--- config.mk ---
export PLATFORM = sky130hd
export DESIGN_NAME = fb_mem_arbiter
export DESIGN_NICKNAME = d
export VERILOG_FILES = /design/src/rtl/fb_mem_pkg.sv /design/src/rtl/rr_arbiter_2.sv /design/src/rtl/fb_mem_arbiter.sv
export SDC_FILE = /design/constraint.sdc
export NUM_CORES = 1
export LEC_CHECK = 0
export BUFFER_PORTS_ARGS = -buffer_cell sky130_fd_sc_hd__buf_2
export CAP_MARGIN = 25
export CELL_PAD_IN_SITES_DETAIL_PLACEMENT = 1
export CELL_PAD_IN_SITES_GLOBAL_PLACEMENT = 2
export CORE_MARGIN = 2
export CORE_UTILIZATION = 28
export CTS_CLUSTER_DIAMETER = 50
export DETAILED_ROUTE_END_ITERATION = 12
export GPL_ROUTABILITY_DRIVEN = 0
export PLACE_DENSITY_LB_ADDON = 0.1
export SLEW_MARGIN = 20
export SYNTH_ARGS = -nofsm -noshare
export SYNTH_HDL_FRONTEND = slang
export SYNTH_SLANG_ARGS = --single-unit
--- constraint.sdc ---
create_clock -name clk -period 2.8 [get_ports clk]
set_input_delay 0.14 -clock clk [delete_from_list [all_inputs] [get_ports clk]]
set_output_delay 0.14 -clock clk [all_outputs]
set_load 0.005 [all_outputs]
--- src/rtl/fb_mem_pkg.sv ---
// Shared types and defaults for the framebuffer memory arbiter.
package fb_mem_pkg;

  typedef enum logic [1:0] {
    IDLE    = 2'd0,
    ACCESS  = 2'd1,
    RD_WAIT = 2'd2,
    BCAST   = 2'd3
  } state_t;

  localparam int ADDR_W_DEF = 17;
  localparam int DATA_W_DEF = 32;
  localparam int WE_W_DEF   = 4;

  localparam logic [3:0] WR_OP_READ = 4'b0000;
  localparam logic [3:0] WR_OP_FULL = 4'b1111;

endpackage

--- src/rtl/rr_arbiter_2.sv ---
// Two-way round-robin arbiter; the port that did not win last time wins a tie.
module rr_arbiter_2 (
  input  logic       clk,
  input  logic       rst_,
  input  logic [1:0] req,
  input  logic       enable,
  input  logic       advance,
  output logic       grant,
  output logic       grant_valid
);

  logic last_grant_reg;

  always_comb begin
    grant = 1'b0;
    if (req == 2'b11) begin
      grant = ~last_grant_reg;
    end else if (req[1]) begin
      grant = 1'b1;
    end
    grant_valid = enable & (|req);
  end

  // Reset to port 1 so that port 0 wins the first tie.
  always_ff @(posedge clk or negedge rst_) begin
    if (!rst_) begin
      last_grant_reg <= 1'b1;
    end else if (advance) begin
      last_grant_reg <= grant;
    end
  end

endmodule

--- src/rtl/fb_mem_arbiter.sv ---
// Framebuffer RAM responder: arbitrates two requesters onto one single-port
// synchronous RAM and broadcasts read data back to the issuing port.
module fb_mem_arbiter
  import fb_mem_pkg::*;
#(
  parameter int ADDR_W = ADDR_W_DEF,
  parameter int DATA_W = DATA_W_DEF,
  parameter int WE_W   = WE_W_DEF,
  parameter int RD_LAT = 1
) (
  input  logic              clk,
  input  logic              rst_,
  input  logic [ADDR_W-1:0] p0_addr,
  input  logic [DATA_W-1:0] p0_data,
  input  logic [WE_W-1:0]   p0_wr_op,
  input  logic              p0_rts,
  output logic              p0_rtr,
  output logic              p0_bcast_xfc,
  input  logic [ADDR_W-1:0] p1_addr,
  input  logic [DATA_W-1:0] p1_data,
  input  logic [WE_W-1:0]   p1_wr_op,
  input  logic              p1_rts,
  output logic              p1_rtr,
  output logic              p1_bcast_xfc,
  output logic [DATA_W-1:0] bcast_data,
  output logic              mem_en,
  output logic [WE_W-1:0]   mem_we,
  output logic [ADDR_W-1:0] mem_addr,
  output logic [DATA_W-1:0] mem_wdata,
  input  logic [DATA_W-1:0] mem_rdata
);

  localparam logic [2:0] RD_LAT_CNT = 3'(RD_LAT);

  state_t              state_reg, state_next;
  logic [2:0]          cnt_reg;
  logic                owner_reg;
  logic [WE_W-1:0]     wr_op_reg;
  logic [ADDR_W-1:0]   mem_addr_reg;
  logic [DATA_W-1:0]   mem_wdata_reg;
  logic [DATA_W-1:0]   bcast_data_reg;
  logic                grant;
  logic                grant_valid;
  logic                xfc;

  rr_arbiter_2 u_rr (
    .clk         (clk),
    .rst_        (rst_),
    .req         ({p1_rts, p0_rts}),
    .enable      (state_reg == IDLE),
    .advance     (xfc),
    .grant       (grant),
    .grant_valid (grant_valid)
  );

  assign p0_rtr = grant_valid & ~grant;
  assign p1_rtr = grant_valid & grant;
  assign xfc    = (p0_rts & p0_rtr) | (p1_rts & p1_rtr);

  always_comb begin
    state_next = state_reg;
    case (state_reg)
      IDLE:    if (xfc) state_next = ACCESS;
      ACCESS:  state_next = (wr_op_reg != WE_W'(WR_OP_READ)) ? IDLE : RD_WAIT;
      RD_WAIT: if (cnt_reg == 3'd1) state_next = BCAST;
      BCAST:   state_next = IDLE;
      default: state_next = IDLE;
    endcase
  end

  always_ff @(posedge clk or negedge rst_) begin
    if (!rst_) begin
      state_reg      <= IDLE;
      cnt_reg        <= 3'd0;
      owner_reg      <= 1'b0;
      wr_op_reg      <= '0;
      mem_addr_reg   <= '0;
      mem_wdata_reg  <= '0;
      bcast_data_reg <= '0;
    end else begin
      state_reg <= state_next;
      if (xfc) begin
        mem_addr_reg  <= grant ? p1_addr  : p0_addr;
        mem_wdata_reg <= grant ? p1_data  : p0_data;
        wr_op_reg     <= grant ? p1_wr_op : p0_wr_op;
        owner_reg     <= grant;
      end
      if (state_reg == ACCESS) begin
        cnt_reg <= RD_LAT_CNT;
      end else if (state_reg == RD_WAIT) begin
        cnt_reg <= cnt_reg - 3'd1;
        // Final wait cycle is the one in which the RAM output is valid.
        if (cnt_reg == 3'd1) bcast_data_reg <= mem_rdata;
      end
    end
  end

  assign mem_en       = (state_reg == ACCESS);
  assign mem_we       = mem_en ? wr_op_reg : '0;
  assign mem_addr     = mem_addr_reg;
  assign mem_wdata    = mem_wdata_reg;
  assign bcast_data   = bcast_data_reg;
  assign p0_bcast_xfc = (state_reg == BCAST) & ~owner_reg;
  assign p1_bcast_xfc = (state_reg == BCAST) & owner_reg;

endmodule

==> results.md <==
* Total Neg Setup Slack at 0 ns
* Register area share after synthesis at 58.1%
* Post-Syn Instances at approximately 300
* Worst setup path endpoint: p0_rtr
* Post-DP HPWL at 9.14 mm
* Die Wd at ~120 microns
* Crit. End Element: primary output
* Netlist cell types at 27
* Port Buffers at ~230
* Post-synth EDFFs at 0
* Total CTS buffers at 9
* CTS sink count at 92
* Core ar. at approximately 14000 sq um
* Starting Density at 28.6%
* Crit start category: flop
* Initial antenna violation count at 0
* Routed len/inst at 17.7 microns
* DR vias/cell at 4.69
* Final nets at between 600 and 700
* Yosys top cell area share at between 50% and 60%
* RSZ-0062 raised after global routing: no
* Commonest cells post-synth: dfrtp_1, a221o_1, and2_0
* Setup WS post-layout at ~0.79 ns
* Rows at 43
* Critical path startpoint: state_reg[0]
* HP Class: input port to flop
* Outcome: completed
* Largest net degree at the start of global routing at just under 60
* Relative slew slack at about 45%
* TritonCTS clock tree: yes
* Vias in the first global route at between 3000 and 4000
* Post-detailed-route count of antenna-violating nets at 0
* Syn_nets at between 400 and 500
* Cell taking the most area after synthesis: dfrtp_1
* Arr. time, crit path at between 1.5 and 2 ns
* Vias post-DR at between 3000 and 4000
* Die height at between 100 and 150 microns
* Drt drc at 0
* Hold Path Stages at 2
* Total congestion overflow at 0
* Leakage power at 2.82 nW
* First-pass GRT wire length at 19.2 mm
* Final period util at just over 70%
* Post-CTS Setup Bufs at 0
* Max-slew violations at 0
* Clock slew at reported path FFs at approximately 0.06 ns
* DR pass1 iterations at 5
* Ant diodes at 0
* Share of cells above drive strength 1 at a little under three fifths
* Place WS at approximately 0.84 ns
* Top Ports at around 230
* DRT Wirelength at between 10 and 15 mm
* Skew-Pair Late Insertion Delay at roughly 0.35 ns
* Tot GR Track Use at 16.8%
* Fmax at about 500 MHz
* Initial drt markers at roughly 150
* Yosys reg bits at 92
* Period minus WS final at approximately 2.0 ns
* Worst r2r path cells at 5
* Worst r2r dst: bcast_data[28]
* Req. time, crit path at around 2.7 ns
* Crit-path max FO at 19
* FF-to-FF setup slack at about 0.86 ns
* Bufs on Longest Clock Path at 2
* Synth warn at 0
* Maxcap violations at 0
* CTS root buf: clkbuf_16
* Main synth FF type: dfrtp_1
* Setup Viol. Count Final at 0
* Most instantiated library cell after synthesis: dfrtp_1
* Syn Area/Cell at approximately 13 sq um
* H-tree depth at 3
* Die area at 15100 sq um
* CP Class: flop to primary output
* Skew final at about 0.0052 ns
* Async SR Flop Fraction at 100%
* P&R area growth vs syn at 42.8%
* Cell Area, Synth at 3960 sq um
* Final hold vios at 0
* Max VDD drop at 0.000348 V
* Slew at the pin closest to its max-slew limit at 0.822 ns
* Top post-synthesis cells by area: dfrtp_1, a221o_1, mux2_2
* Pwr/cell area at 1110 nW/um^2
## stage by stage
step	hold slack [ns]	instances	utilization (%)	total power, mW	instance area, sq um
after global placement	0.278	692	38.5	4.98	5330
after detailed placement	0.286	692	38.5	5.06	5330
final	0.0194	709	40.9	6.29	5660
after floorplan	-0.156	295	-	3.85	3960
after global routing	0.00635	709	40.9	6.82	5660
after CTS	0.00855	709	40.9	6.42	5660
## placed cells by master, fill, tap and decap left out, types with 3 or more instances in the layout
master     instances
nand2_1            6
ha_1               7
nor2_1             4
and2_0            46
a221o_1           53
buf_4              5
inv_1              6
mux2_2            33
and2_1            12
buf_2            230
clkinv_2           3
dfrtp_1           91
clkbuf_16          9
## critical path: stages, from the launching register on
cell     delay, ns
dfrtp_1       0.41
inv_1         0.13
ha_1          0.26
nand2_1       0.12
a21oi_4       0.13
buf_4         0.28
buf_2         0.18
## report_power, final
part | leakage (nW) | total, mW | internal [mW] | switching, mW
logic | 1.55 | 2.63 | 1.41 | 1.22
clock network | 0.159 | 1.30 | 0.802 | 0.502
registers | 1.11 | 2.36 | 2.00 | 0.352
total | 2.82 | 6.29 | 4.21 | 2.07
## cell families (layout without fill, tap and decap cells)
logic type | count (synthesis) | count (layout) | synth area share, %
AOI/OAI and AO/OA | 63 | 63 | 15.2
adders and majority gates | 7 | 7 | 2.21
buffers and inverters | 26 | 260 | 3.38
DFF | 92 | 92 | 58.1
muxes | 34 | 34 | 9.63
and+or+nand+nor | 73 | 73 | 11.4
## what timing repair did
action                    4_1_cts  5_1_grt
hold endpoints to repair       56        0
resized for setup               0        0
hold buffers                    1        0
## final cells by class
cell class                      instances  area [sq um]
Clock buffer                           11           243
Clock inverter                          5          75.1
Fill cell                            1579          8170
Inverter                                6          22.5
Multi-Input combinational cell        177          1550
Sequential cell                        92          2300
Tap cell                              180           225
Timing Repair Buffer                  238          1240
## worst min-delay path by stage
stage,start,end
after CTS,p1_data[19],mem_wdata[19]
after detailed placement,rst_,bcast_data[10]
final,p1_data[19],mem_wdata[19]
after global placement,rst_,bcast_data[10]
after global routing,p1_data[19],mem_wdata[19]
after floorplan,rst_,async pin
## routing by layer
| metal | up-vias | GRT usage, % | wire length (microns) |
|---|---|---|---|
| li1 | 1547 | - | - |
| met3 | 13 | 6.18 | 1260 |
| met4 | 0 | 6.47 | 198 |
| met1 | 1608 | 19.9 | 5150 |
| met5 | - | 0 | 0 |
| met2 | 156 | 27.9 | 5920 |
(Power assumes the default switching activity.)
